===== config.mk =====
export PLATFORM = sky130hd
export DESIGN_NAME = spi_obi_arb_flat
export DESIGN_NICKNAME = d
export VERILOG_FILES = /design/src/rtl/spi_arb_pkg.sv /design/src/rtl/spi_obi_arb_if.sv /design/src/rtl/spi_arb_id_fifo.sv /design/src/rtl/spi_obi_arb.sv /design/src/flat_wrapper.sv
export SDC_FILE = /design/constraint.sdc
export NUM_CORES = 1
export LEC_CHECK = 0
export ABC_AREA = 1
export CORE_AREA = 4 4 122 124
export CTS_BUF_LIST = sky130_fd_sc_hd__clkbuf_8
export DETAILED_ROUTE_END_ITERATION = 7
export DIE_AREA = 0 0 126 128
export DONT_BUFFER_PORTS = 1
export PLACE_DENSITY_LB_ADDON = 0.2
export SKIP_LAST_GASP = 1
export SLEW_MARGIN = 10
export SYNTH_ARGS = -nofsm -noshare
export SYNTH_HDL_FRONTEND = slang
export SYNTH_SLANG_ARGS = --single-unit

===== constraint.sdc =====
create_clock -name clk_i -period 2.5 [get_ports clk_i]
set_input_delay 0 -clock clk_i [delete_from_list [all_inputs] [get_ports clk_i]]
set_output_delay 0 -clock clk_i [all_outputs]
set_load 0.005 [all_outputs]

===== src/rtl/spi_arb_pkg.sv =====
// Shared types and constants for the two-master OBI arbiter in front of the SPI slave port.
package spi_arb_pkg;

  typedef logic mst_id_t;

  typedef struct packed {
    logic        we;
    logic [3:0]  be;
    logic [31:0] addr;
    logic [31:0] wdata;
  } obi_req_t;

  localparam int unsigned LockTimeoutDflt = 1024;

  // A zero timeout disables the counter, but it still needs one bit to be declarable.
  function automatic int unsigned lock_cnt_width(input int unsigned timeout);
    return (timeout == 0) ? 1 : $clog2(timeout + 1);
  endfunction

endpackage


===== src/rtl/spi_obi_arb_if.sv =====
// Bundle of both master OBI ports, the SPI slave OBI port and the lock timeout pulse.
interface spi_obi_arb_if;
  logic        m0_req_i;
  logic        m0_we_i;
  logic [3:0]  m0_be_i;
  logic [31:0] m0_addr_i;
  logic [31:0] m0_data_i;
  logic        m0_lock_i;
  logic        m0_gnt_o;
  logic        m0_rvalid_o;
  logic [31:0] m0_data_o;

  logic        m1_req_i;
  logic        m1_we_i;
  logic [3:0]  m1_be_i;
  logic [31:0] m1_addr_i;
  logic [31:0] m1_data_i;
  logic        m1_lock_i;
  logic        m1_gnt_o;
  logic        m1_rvalid_o;
  logic [31:0] m1_data_o;

  logic        s_req_o;
  logic        s_we_o;
  logic [3:0]  s_be_o;
  logic [31:0] s_addr_o;
  logic [31:0] s_data_o;
  logic        s_gnt_i;
  logic        s_rvalid_i;
  logic [31:0] s_data_i;

  logic        lock_timeout_o;

  modport arb (
    input  m0_req_i, m0_we_i, m0_be_i, m0_addr_i, m0_data_i, m0_lock_i,
    output m0_gnt_o, m0_rvalid_o, m0_data_o,
    input  m1_req_i, m1_we_i, m1_be_i, m1_addr_i, m1_data_i, m1_lock_i,
    output m1_gnt_o, m1_rvalid_o, m1_data_o,
    output s_req_o, s_we_o, s_be_o, s_addr_o, s_data_o,
    input  s_gnt_i, s_rvalid_i, s_data_i,
    output lock_timeout_o
  );

  modport env (
    output m0_req_i, m0_we_i, m0_be_i, m0_addr_i, m0_data_i, m0_lock_i,
    input  m0_gnt_o, m0_rvalid_o, m0_data_o,
    output m1_req_i, m1_we_i, m1_be_i, m1_addr_i, m1_data_i, m1_lock_i,
    input  m1_gnt_o, m1_rvalid_o, m1_data_o,
    input  s_req_o, s_we_o, s_be_o, s_addr_o, s_data_o,
    output s_gnt_i, s_rvalid_i, s_data_i,
    input  lock_timeout_o
  );
endinterface


===== src/rtl/spi_arb_id_fifo.sv =====
// In-order FIFO of master IDs for accepted-but-unanswered requests; push and pop may coincide.
module spi_arb_id_fifo
  import spi_arb_pkg::*;
#(
  parameter int unsigned Depth = 2
) (
  input  logic    clk_i,
  input  logic    rst_ni,
  input  logic    push_i,
  input  mst_id_t id_i,
  input  logic    pop_i,
  output mst_id_t id_o,
  output logic    full_o,
  output logic    empty_o
);

  localparam int unsigned PtrW = (Depth > 1) ? $clog2(Depth) : 1;
  localparam int unsigned CntW = $clog2(Depth + 1);

  mst_id_t         mem_q [Depth];
  logic [PtrW-1:0] wr_q, rd_q;
  logic [CntW-1:0] cnt_q;
  logic            do_push, do_pop;

  function automatic logic [PtrW-1:0] ptr_next(input logic [PtrW-1:0] p);
    return (p == PtrW'(Depth - 1)) ? '0 : p + PtrW'(1);
  endfunction

  assign empty_o = (cnt_q == '0);
  assign full_o  = (cnt_q == CntW'(Depth));
  assign do_pop  = pop_i & ~empty_o;
  assign do_push = push_i & (~full_o | do_pop);
  assign id_o    = mem_q[rd_q];

  always_ff @(posedge clk_i) begin
    if (do_push) begin
      mem_q[wr_q] <= id_i;
    end
  end

  always_ff @(posedge clk_i or negedge rst_ni) begin
    if (!rst_ni) begin
      wr_q  <= '0;
      rd_q  <= '0;
      cnt_q <= '0;
    end else begin
      if (do_push) wr_q <= ptr_next(wr_q);
      if (do_pop)  rd_q <= ptr_next(rd_q);
      if (do_push && !do_pop)      cnt_q <= cnt_q + CntW'(1);
      else if (!do_push && do_pop) cnt_q <= cnt_q - CntW'(1);
    end
  end

endmodule


===== src/rtl/spi_obi_arb.sv =====
// Round-robin two-master OBI arbiter with per-master bus lock, lock timeout and in-order
// response routing for the SPI controller's single OBI slave port.
module spi_obi_arb
  import spi_arb_pkg::*;
#(
  parameter int unsigned LOCK_TIMEOUT = LockTimeoutDflt,
  parameter int unsigned OUTSTANDING  = 2
) (
  input logic        clk_i,
  input logic        rst_ni,
  spi_obi_arb_if.arb bus
);

  localparam int unsigned CntW = lock_cnt_width(LOCK_TIMEOUT);

  obi_req_t        mreq [2];
  obi_req_t        sel;
  logic [1:0]      req, lock_in, block_q;
  mst_id_t         win, owner_q, prio_q, head;
  logic            win_req, locked_q, locked_eff, wait_cyc, timeout_hit, timeout_q;
  logic            fifo_full, fifo_empty, pop, s_req, hs;
  logic [CntW-1:0] cnt_q, cnt_inc;

  assign mreq[0] = '{we: bus.m0_we_i, be: bus.m0_be_i, addr: bus.m0_addr_i,
                     wdata: bus.m0_data_i};
  assign mreq[1] = '{we: bus.m1_we_i, be: bus.m1_be_i, addr: bus.m1_addr_i,
                     wdata: bus.m1_data_i};
  assign req     = {bus.m1_req_i, bus.m0_req_i};
  // A master whose lock was revoked cannot re-lock until it drops lock_i once.
  assign lock_in = {bus.m1_lock_i, bus.m0_lock_i} & ~block_q;

  always_comb begin
    locked_eff = locked_q & lock_in[owner_q];
    if (locked_eff)          win = owner_q;
    else if (req[0] & req[1]) win = prio_q;
    else if (req[1])         win = 1'b1;
    else if (req[0])         win = 1'b0;
    else                     win = prio_q;
    win_req = req[win];
    sel     = win_req ? mreq[win] : '0;
  end

  assign pop         = bus.s_rvalid_i & ~fifo_empty;
  assign s_req       = win_req & ~(fifo_full & ~pop);
  assign hs          = s_req & bus.s_gnt_i;
  assign wait_cyc    = locked_eff & req[~owner_q];
  assign cnt_inc     = cnt_q + CntW'(1);
  assign timeout_hit = (LOCK_TIMEOUT != 0) && wait_cyc && (cnt_inc == CntW'(LOCK_TIMEOUT));

  assign bus.s_req_o        = s_req;
  assign bus.s_we_o         = sel.we;
  assign bus.s_be_o         = sel.be;
  assign bus.s_addr_o       = sel.addr;
  assign bus.s_data_o       = sel.wdata;
  assign bus.m0_gnt_o       = hs & (win == 1'b0);
  assign bus.m1_gnt_o       = hs & (win == 1'b1);
  assign bus.m0_rvalid_o    = pop & (head == 1'b0);
  assign bus.m1_rvalid_o    = pop & (head == 1'b1);
  assign bus.m0_data_o      = (pop && head == 1'b0) ? bus.s_data_i : '0;
  assign bus.m1_data_o      = (pop && head == 1'b1) ? bus.s_data_i : '0;
  assign bus.lock_timeout_o = timeout_q;

  spi_arb_id_fifo #(
    .Depth (OUTSTANDING)
  ) u_id_fifo (
    .clk_i   (clk_i),
    .rst_ni  (rst_ni),
    .push_i  (hs),
    .id_i    (win),
    .pop_i   (pop),
    .id_o    (head),
    .full_o  (fifo_full),
    .empty_o (fifo_empty)
  );

  always_ff @(posedge clk_i or negedge rst_ni) begin
    if (!rst_ni) begin
      prio_q    <= 1'b0;
      owner_q   <= 1'b0;
      locked_q  <= 1'b0;
      cnt_q     <= '0;
      block_q   <= '0;
      timeout_q <= 1'b0;
    end else begin
      timeout_q <= timeout_hit;
      block_q   <= block_q & {bus.m1_lock_i, bus.m0_lock_i};
      if (hs) prio_q <= ~win;
      if (locked_q && !lock_in[owner_q]) begin
        locked_q <= 1'b0;
        cnt_q    <= '0;
      end else if (wait_cyc) begin
        cnt_q <= cnt_inc;
      end
      if (hs && lock_in[win]) begin
        owner_q  <= win;
        locked_q <= 1'b1;
        if (!locked_eff) cnt_q <= '0;
      end
      // Revocation overrides any lock taken or renewed in the same cycle.
      if (timeout_hit) begin
        locked_q         <= 1'b0;
        cnt_q            <= '0;
        prio_q           <= ~owner_q;
        block_q[owner_q] <= 1'b1;
      end
    end
  end

endmodule


===== src/flat_wrapper.sv =====
// flat-port wrapper written by rule: the top's interface ports become plain ports
module spi_obi_arb_flat import spi_arb_pkg::*;
#(
  parameter int unsigned LOCK_TIMEOUT = LockTimeoutDflt,
  parameter int unsigned OUTSTANDING  = 2
)
  (clk_i, rst_ni, bus_m0_req_i, bus_m0_we_i, bus_m0_be_i, bus_m0_addr_i, bus_m0_data_i, bus_m0_lock_i, bus_m0_gnt_o, bus_m0_rvalid_o, bus_m0_data_o, bus_m1_req_i, bus_m1_we_i, bus_m1_be_i, bus_m1_addr_i, bus_m1_data_i, bus_m1_lock_i, bus_m1_gnt_o, bus_m1_rvalid_o, bus_m1_data_o, bus_s_req_o, bus_s_we_o, bus_s_be_o, bus_s_addr_o, bus_s_data_o, bus_s_gnt_i, bus_s_rvalid_i, bus_s_data_i, bus_lock_timeout_o);
  spi_obi_arb_if bus_i ();
  input logic clk_i;
  input logic rst_ni;
  input wire logic [$bits(bus_i.m0_req_i)-1:0] bus_m0_req_i;
  input wire logic [$bits(bus_i.m0_we_i)-1:0] bus_m0_we_i;
  input wire logic [$bits(bus_i.m0_be_i)-1:0] bus_m0_be_i;
  input wire logic [$bits(bus_i.m0_addr_i)-1:0] bus_m0_addr_i;
  input wire logic [$bits(bus_i.m0_data_i)-1:0] bus_m0_data_i;
  input wire logic [$bits(bus_i.m0_lock_i)-1:0] bus_m0_lock_i;
  output wire logic [$bits(bus_i.m0_gnt_o)-1:0] bus_m0_gnt_o;
  output wire logic [$bits(bus_i.m0_rvalid_o)-1:0] bus_m0_rvalid_o;
  output wire logic [$bits(bus_i.m0_data_o)-1:0] bus_m0_data_o;
  input wire logic [$bits(bus_i.m1_req_i)-1:0] bus_m1_req_i;
  input wire logic [$bits(bus_i.m1_we_i)-1:0] bus_m1_we_i;
  input wire logic [$bits(bus_i.m1_be_i)-1:0] bus_m1_be_i;
  input wire logic [$bits(bus_i.m1_addr_i)-1:0] bus_m1_addr_i;
  input wire logic [$bits(bus_i.m1_data_i)-1:0] bus_m1_data_i;
  input wire logic [$bits(bus_i.m1_lock_i)-1:0] bus_m1_lock_i;
  output wire logic [$bits(bus_i.m1_gnt_o)-1:0] bus_m1_gnt_o;
  output wire logic [$bits(bus_i.m1_rvalid_o)-1:0] bus_m1_rvalid_o;
  output wire logic [$bits(bus_i.m1_data_o)-1:0] bus_m1_data_o;
  output wire logic [$bits(bus_i.s_req_o)-1:0] bus_s_req_o;
  output wire logic [$bits(bus_i.s_we_o)-1:0] bus_s_we_o;
  output wire logic [$bits(bus_i.s_be_o)-1:0] bus_s_be_o;
  output wire logic [$bits(bus_i.s_addr_o)-1:0] bus_s_addr_o;
  output wire logic [$bits(bus_i.s_data_o)-1:0] bus_s_data_o;
  input wire logic [$bits(bus_i.s_gnt_i)-1:0] bus_s_gnt_i;
  input wire logic [$bits(bus_i.s_rvalid_i)-1:0] bus_s_rvalid_i;
  input wire logic [$bits(bus_i.s_data_i)-1:0] bus_s_data_i;
  output wire logic [$bits(bus_i.lock_timeout_o)-1:0] bus_lock_timeout_o;
  assign bus_i.m0_req_i = bus_m0_req_i;
  assign bus_i.m0_we_i = bus_m0_we_i;
  assign bus_i.m0_be_i = bus_m0_be_i;
  assign bus_i.m0_addr_i = bus_m0_addr_i;
  assign bus_i.m0_data_i = bus_m0_data_i;
  assign bus_i.m0_lock_i = bus_m0_lock_i;
  assign bus_m0_gnt_o = bus_i.m0_gnt_o;
  assign bus_m0_rvalid_o = bus_i.m0_rvalid_o;
  assign bus_m0_data_o = bus_i.m0_data_o;
  assign bus_i.m1_req_i = bus_m1_req_i;
  assign bus_i.m1_we_i = bus_m1_we_i;
  assign bus_i.m1_be_i = bus_m1_be_i;
  assign bus_i.m1_addr_i = bus_m1_addr_i;
  assign bus_i.m1_data_i = bus_m1_data_i;
  assign bus_i.m1_lock_i = bus_m1_lock_i;
  assign bus_m1_gnt_o = bus_i.m1_gnt_o;
  assign bus_m1_rvalid_o = bus_i.m1_rvalid_o;
  assign bus_m1_data_o = bus_i.m1_data_o;
  assign bus_s_req_o = bus_i.s_req_o;
  assign bus_s_we_o = bus_i.s_we_o;
  assign bus_s_be_o = bus_i.s_be_o;
  assign bus_s_addr_o = bus_i.s_addr_o;
  assign bus_s_data_o = bus_i.s_data_o;
  assign bus_i.s_gnt_i = bus_s_gnt_i;
  assign bus_i.s_rvalid_i = bus_s_rvalid_i;
  assign bus_i.s_data_i = bus_s_data_i;
  assign bus_lock_timeout_o = bus_i.lock_timeout_o;
  spi_obi_arb #(.LOCK_TIMEOUT(LOCK_TIMEOUT), .OUTSTANDING(OUTSTANDING)) u_core (.clk_i(clk_i), .rst_ni(rst_ni), .bus(bus_i));
endmodule

==> summary.txt <==
Pwr
  – Sw Share: 61.6%
  – LEAKAGE: around 2.5 nW
  – Internal power: roughly 1.3 mW
  – Power density over cell area: between 900 and 1000 nW/um^2
  – Peak supply drop: approximately 0.52 mV
  – Psw: about 2.1 mW
  – Combinational cell fraction of total power: approximately three quarters
  – Sequential power share: 17.5%
  – Clock network fraction of design power: between 7 and 8%

Clocking
  – CTS clk-pin slew, worst paths: around 90 ps
  – Clock root buffer: clkbuf_8
  – Clock sink total: 23
  – Clock tree buffer depth: 2
  – H-tree lvl count: 1
  – Worst skew pair latency: ~280 ps
  – Number of buffers created by CTS: 3
  – Number of setup buffers added after CTS: 0
  – CTS tree: yes

STA
  – Final period utilization: between 80% and 90%
  – Total Neg Setup Slack: 0 ps
  – Max-slew headroom: approximately 29%
  – Final Max Slew Viols: 0
  – Fmax: ~450 MHz
  – Final Hold Viols: 0
  – RSZ-0062 raised after global routing: false
  – Tightest Pin Transition: 1060 ps
  – Final Critical Period: ~2200 ps
  – Clock Skew: ~8.4 ps
  – Final setup viols: 0

Synthesis
  – Netlist cell types: 30
  – Syn Std Cell Area: between 3000 and 4000 sq um
  – Sequential area share after synthesis: between 10% and 20%
  – Area share of the leading cell type in the synthesized netlist: 37.0%
  – Syn avg cell area: slightly below 5 sq um
  – Syn Inst Count: ~700
  – Yosys reg bits: 23
  – Total number of yosys warnings: 0
  – Cell taking the most area after synthesis: nand2_1
  – Top post-synthesis cells by area: nand2_1, dfrtp_1, inv_1, nor2_1, buf_2
  – Syn nets: about 900

Cells and area
  – Net count, final: approximately 860
  – Post-route design area: ~3600 sq um
  – N_diodes: 0
  – Layout area overhead: 7.85%
  – Fillers: between 1500 and 2000
  – Share of layout cells above drive strength 1: approximately 5.6%

Route
  – Remaining DRCs: 0
  – Post-DRT Antenna Nets: 0
  – Drt first-iter violations: approximately 270
  – Via count: roughly 3800
  – Routed WL per cell: between 15 and 20 um
  – Vias/cell: approximately 4.4
  – Pre-Repair DR Iteration Count: 5
  – Routed wire length: roughly 14 mm

Floorplanning
  – Initial Utilization: roughly a quarter
  – # rows: 43
  – Core ar.: between 10000 and 15000 sq um
  – Die ar.: about 16000 sq um
  – Die Height: ~130 um
  – Die W: about 130 um
  – Total I/O pin count: around 320

GRT
  – First-pass GRT wire length: ~20 mm
  – Initial antenna violation count: 0
  – Total track usage: roughly 16%
  – Vias in the first global route: ~3300
  – Total gr overflow: 0
  – Largest net degree at the start of global routing: 73

Critical path
  – WS Path Type: reg2reg
  – Cell mode on critical path: nand2_2
  – CP max FO: 8
  – CP Capture Type: register
  – Worst path slowest cell: dfrtp_1
  – Worst-path cell chain: inv_2 -> nand3_2 -> nand2_2 -> nand2_4 -> nand2_2 -> nand3_1 -> nand2_2 -> nor2_4 -> nand2_2 -> inv_1 -> ha_1 -> a21oi_1 -> o21ai_0 -> xor2_1
  – Max incr delay on CP: roughly 480 ps
  – CP Launch Type: register
  – Worst EP required: about 2700 ps
  – Worst EP arrival: approximately 2400 ps

Place
  – Port bufs: 0
  – Placed Area: approximately 3500 sq um
  – GP Congestion: 0.796
  – Detailed placement HPWL: around 12 mm

Run
  – Max Cap Viol: 0

Run status
  – Run status: finished, final reports clean

Worst hold path
  – Hold WC Path Type: in2reg
cells in the mapped netlist:
master    count
ha_1          3
nor2_1       99
edfxtp_1      2
nand3_2       2
nor2_4        2
buf_6         1
dfrtp_1      21
buf_4         1
nand2_2       9
o21ai_1       1
mux2i_1       1
nand2_4       1
a21oi_1       8
buf_2        20
xnor2_1       3
xor2_1        3
inv_1       127
nand4_4       1
o21bai_1      1
o22ai_1       2
a21boi_0      1
clkbuf_1      6
nand4_1       2
nor3_1        2
inv_2        12
and2_1        1
nor2_2        1
nand3_1      17
o21ai_0      13
nand2_1     330
power groups by stage:
stage	clock network [mW]	logic (mW)	registers, mW
finish	0.251	2.61	0.606
global route	0.275	2.98	0.623
CTS	0.258	2.65	0.606
detailed placement	0	2.62	0.615
global placement	0	2.64	0.615
floorplan	0	1.97	0.586
logic make-up after synthesis:
| family | count (synthesis) | share of synthesized area (%) |
|---|---|---|
| AOI/OAI and AO/OA | 26 | 4.11 |
| xor gates and xnor gates | 6 | 1.57 |
| adders and majority gates | 3 | 1.12 |
| buffers and inverters | 167 | 19.8 |
| DFF | 23 | 17.5 |
| muxes | 1 | 0.299 |
| and+or+nand+nor | 467 | 55.6 |
cell usage in the layout (no fill, tap or decap), types with 3 or more instances in the layout:
cell / synthesis / routed
clkbuf_8: 0 / 3
buf_4: 1 / 3
nand2_2: 9 / 9
o21ai_0: 13 / 13
dfrtp_1: 21 / 21
xor2_1: 3 / 3
nand3_1: 17 / 17
inv_2: 12 / 12
xnor2_1: 3 / 3
nor2_1: 99 / 99
inv_1: 127 / 127
buf_12: 0 / 3
ha_1: 3 / 3
dlygate4sd3_1: 0 / 5
nand2_1: 330 / 330
a21oi_1: 8 / 8
repair_timing:
| item | CTS | global route |
|---|---|---|
| hold buffers | 5 | 0 |
| hold endpoints to repair | 32 | 0 |
| setup endpoints to repair | 0 | 0 |
| gates resized for setup | 0 | 0 |
cell type report:
type | count | area (sq um) | area share (%)
clock buffer | 3 | 41.3 | 1.14
clock inverter | 1 | 5.00 | 0.139
inverter | 139 | 522 | 14.4
multi-input combinational | 503 | 2100 | 58.1
sequential | 23 | 586 | 16.2
tap | 180 | 225 | 6.24
timing repair buffer | 11 | 133 | 3.67
per-stage QoR:
stage	hold slack (ps)	setup slack, ps	utilization, %	power [mW]	cells
3_3_place_gp	-295	295	25.5	3.25	851
3_5_place_dp	-295	275	25.5	3.23	851
6_report	87.2	290	26.2	3.46	860
4_1_cts	91.4	253	26.2	3.51	860
2_1_floorplan	-296	486	-	2.56	693
5_1_grt	105	81.4	26.2	3.88	860
path summary, 6_finish.rpt:
path	slack [ps]	to	cells after the start	from
max	290	u_core.u_id_fifo.cnt_q[1]	14	u_core.owner_q
min	90	u_core.locked_q	4	bus_m0_lock_i
max reg2reg	290	u_core.u_id_fifo.cnt_q[1]	14	u_core.owner_q
min reg2reg	490	u_core.u_id_fifo.rd_q	1	u_core.u_id_fifo.rd_q
max in group asynchronous	1510	u_core.u_id_fifo.wr_q	1	rst_ni
min in group asynchronous	350	u_core.cnt_q[1]	1	rst_ni
critical path: cells and delay by family, from the launching register on:
| family | cells | cell delay (ps) |
|---|---|---|
| flops | 1 | 480 |
| simple gates | 8 | 840 |
| buf+inv | 2 | 160 |
| xor+xnor | 1 | 150 |
| fa+ha+maj | 1 | 240 |
| compound gates | 2 | 220 |
flip-flops by register name, summed over array words and instances (netlist names):
| name | flops |
|---|---|
| u_core.u_id_fifo.mem_q | 2 |
| u_core.bus.lock_timeout_o | 1 |
| u_core.cnt_q | 11 |
| u_core.u_id_fifo.rd_q | 1 |
| u_core.u_id_fifo.cnt_q | 2 |
| u_core.prio_q | 1 |
| u_core.u_id_fifo.wr_q | 1 |
| u_core.locked_q | 1 |
| u_core.block_q | 2 |
| u_core.owner_q | 1 |
per-layer routing:
| layer | GRT usage [%] | vias up | wire length [um] | share of wire [%] |
|---|---|---|---|---|
| li1 | - | 1954 | - | - |
| met2 | 23.8 | 188 | 6400 | 45 |
| met1 | 23.5 | 1640 | 6530 | 46 |
| met4 | 2.08 | 0 | 72 | 0.51 |
| met5 | 0 | - | 0 | 0 |
| met3 | 3.75 | 5 | 1240 | 8.7 |
(Power assumes the default switching activity.)
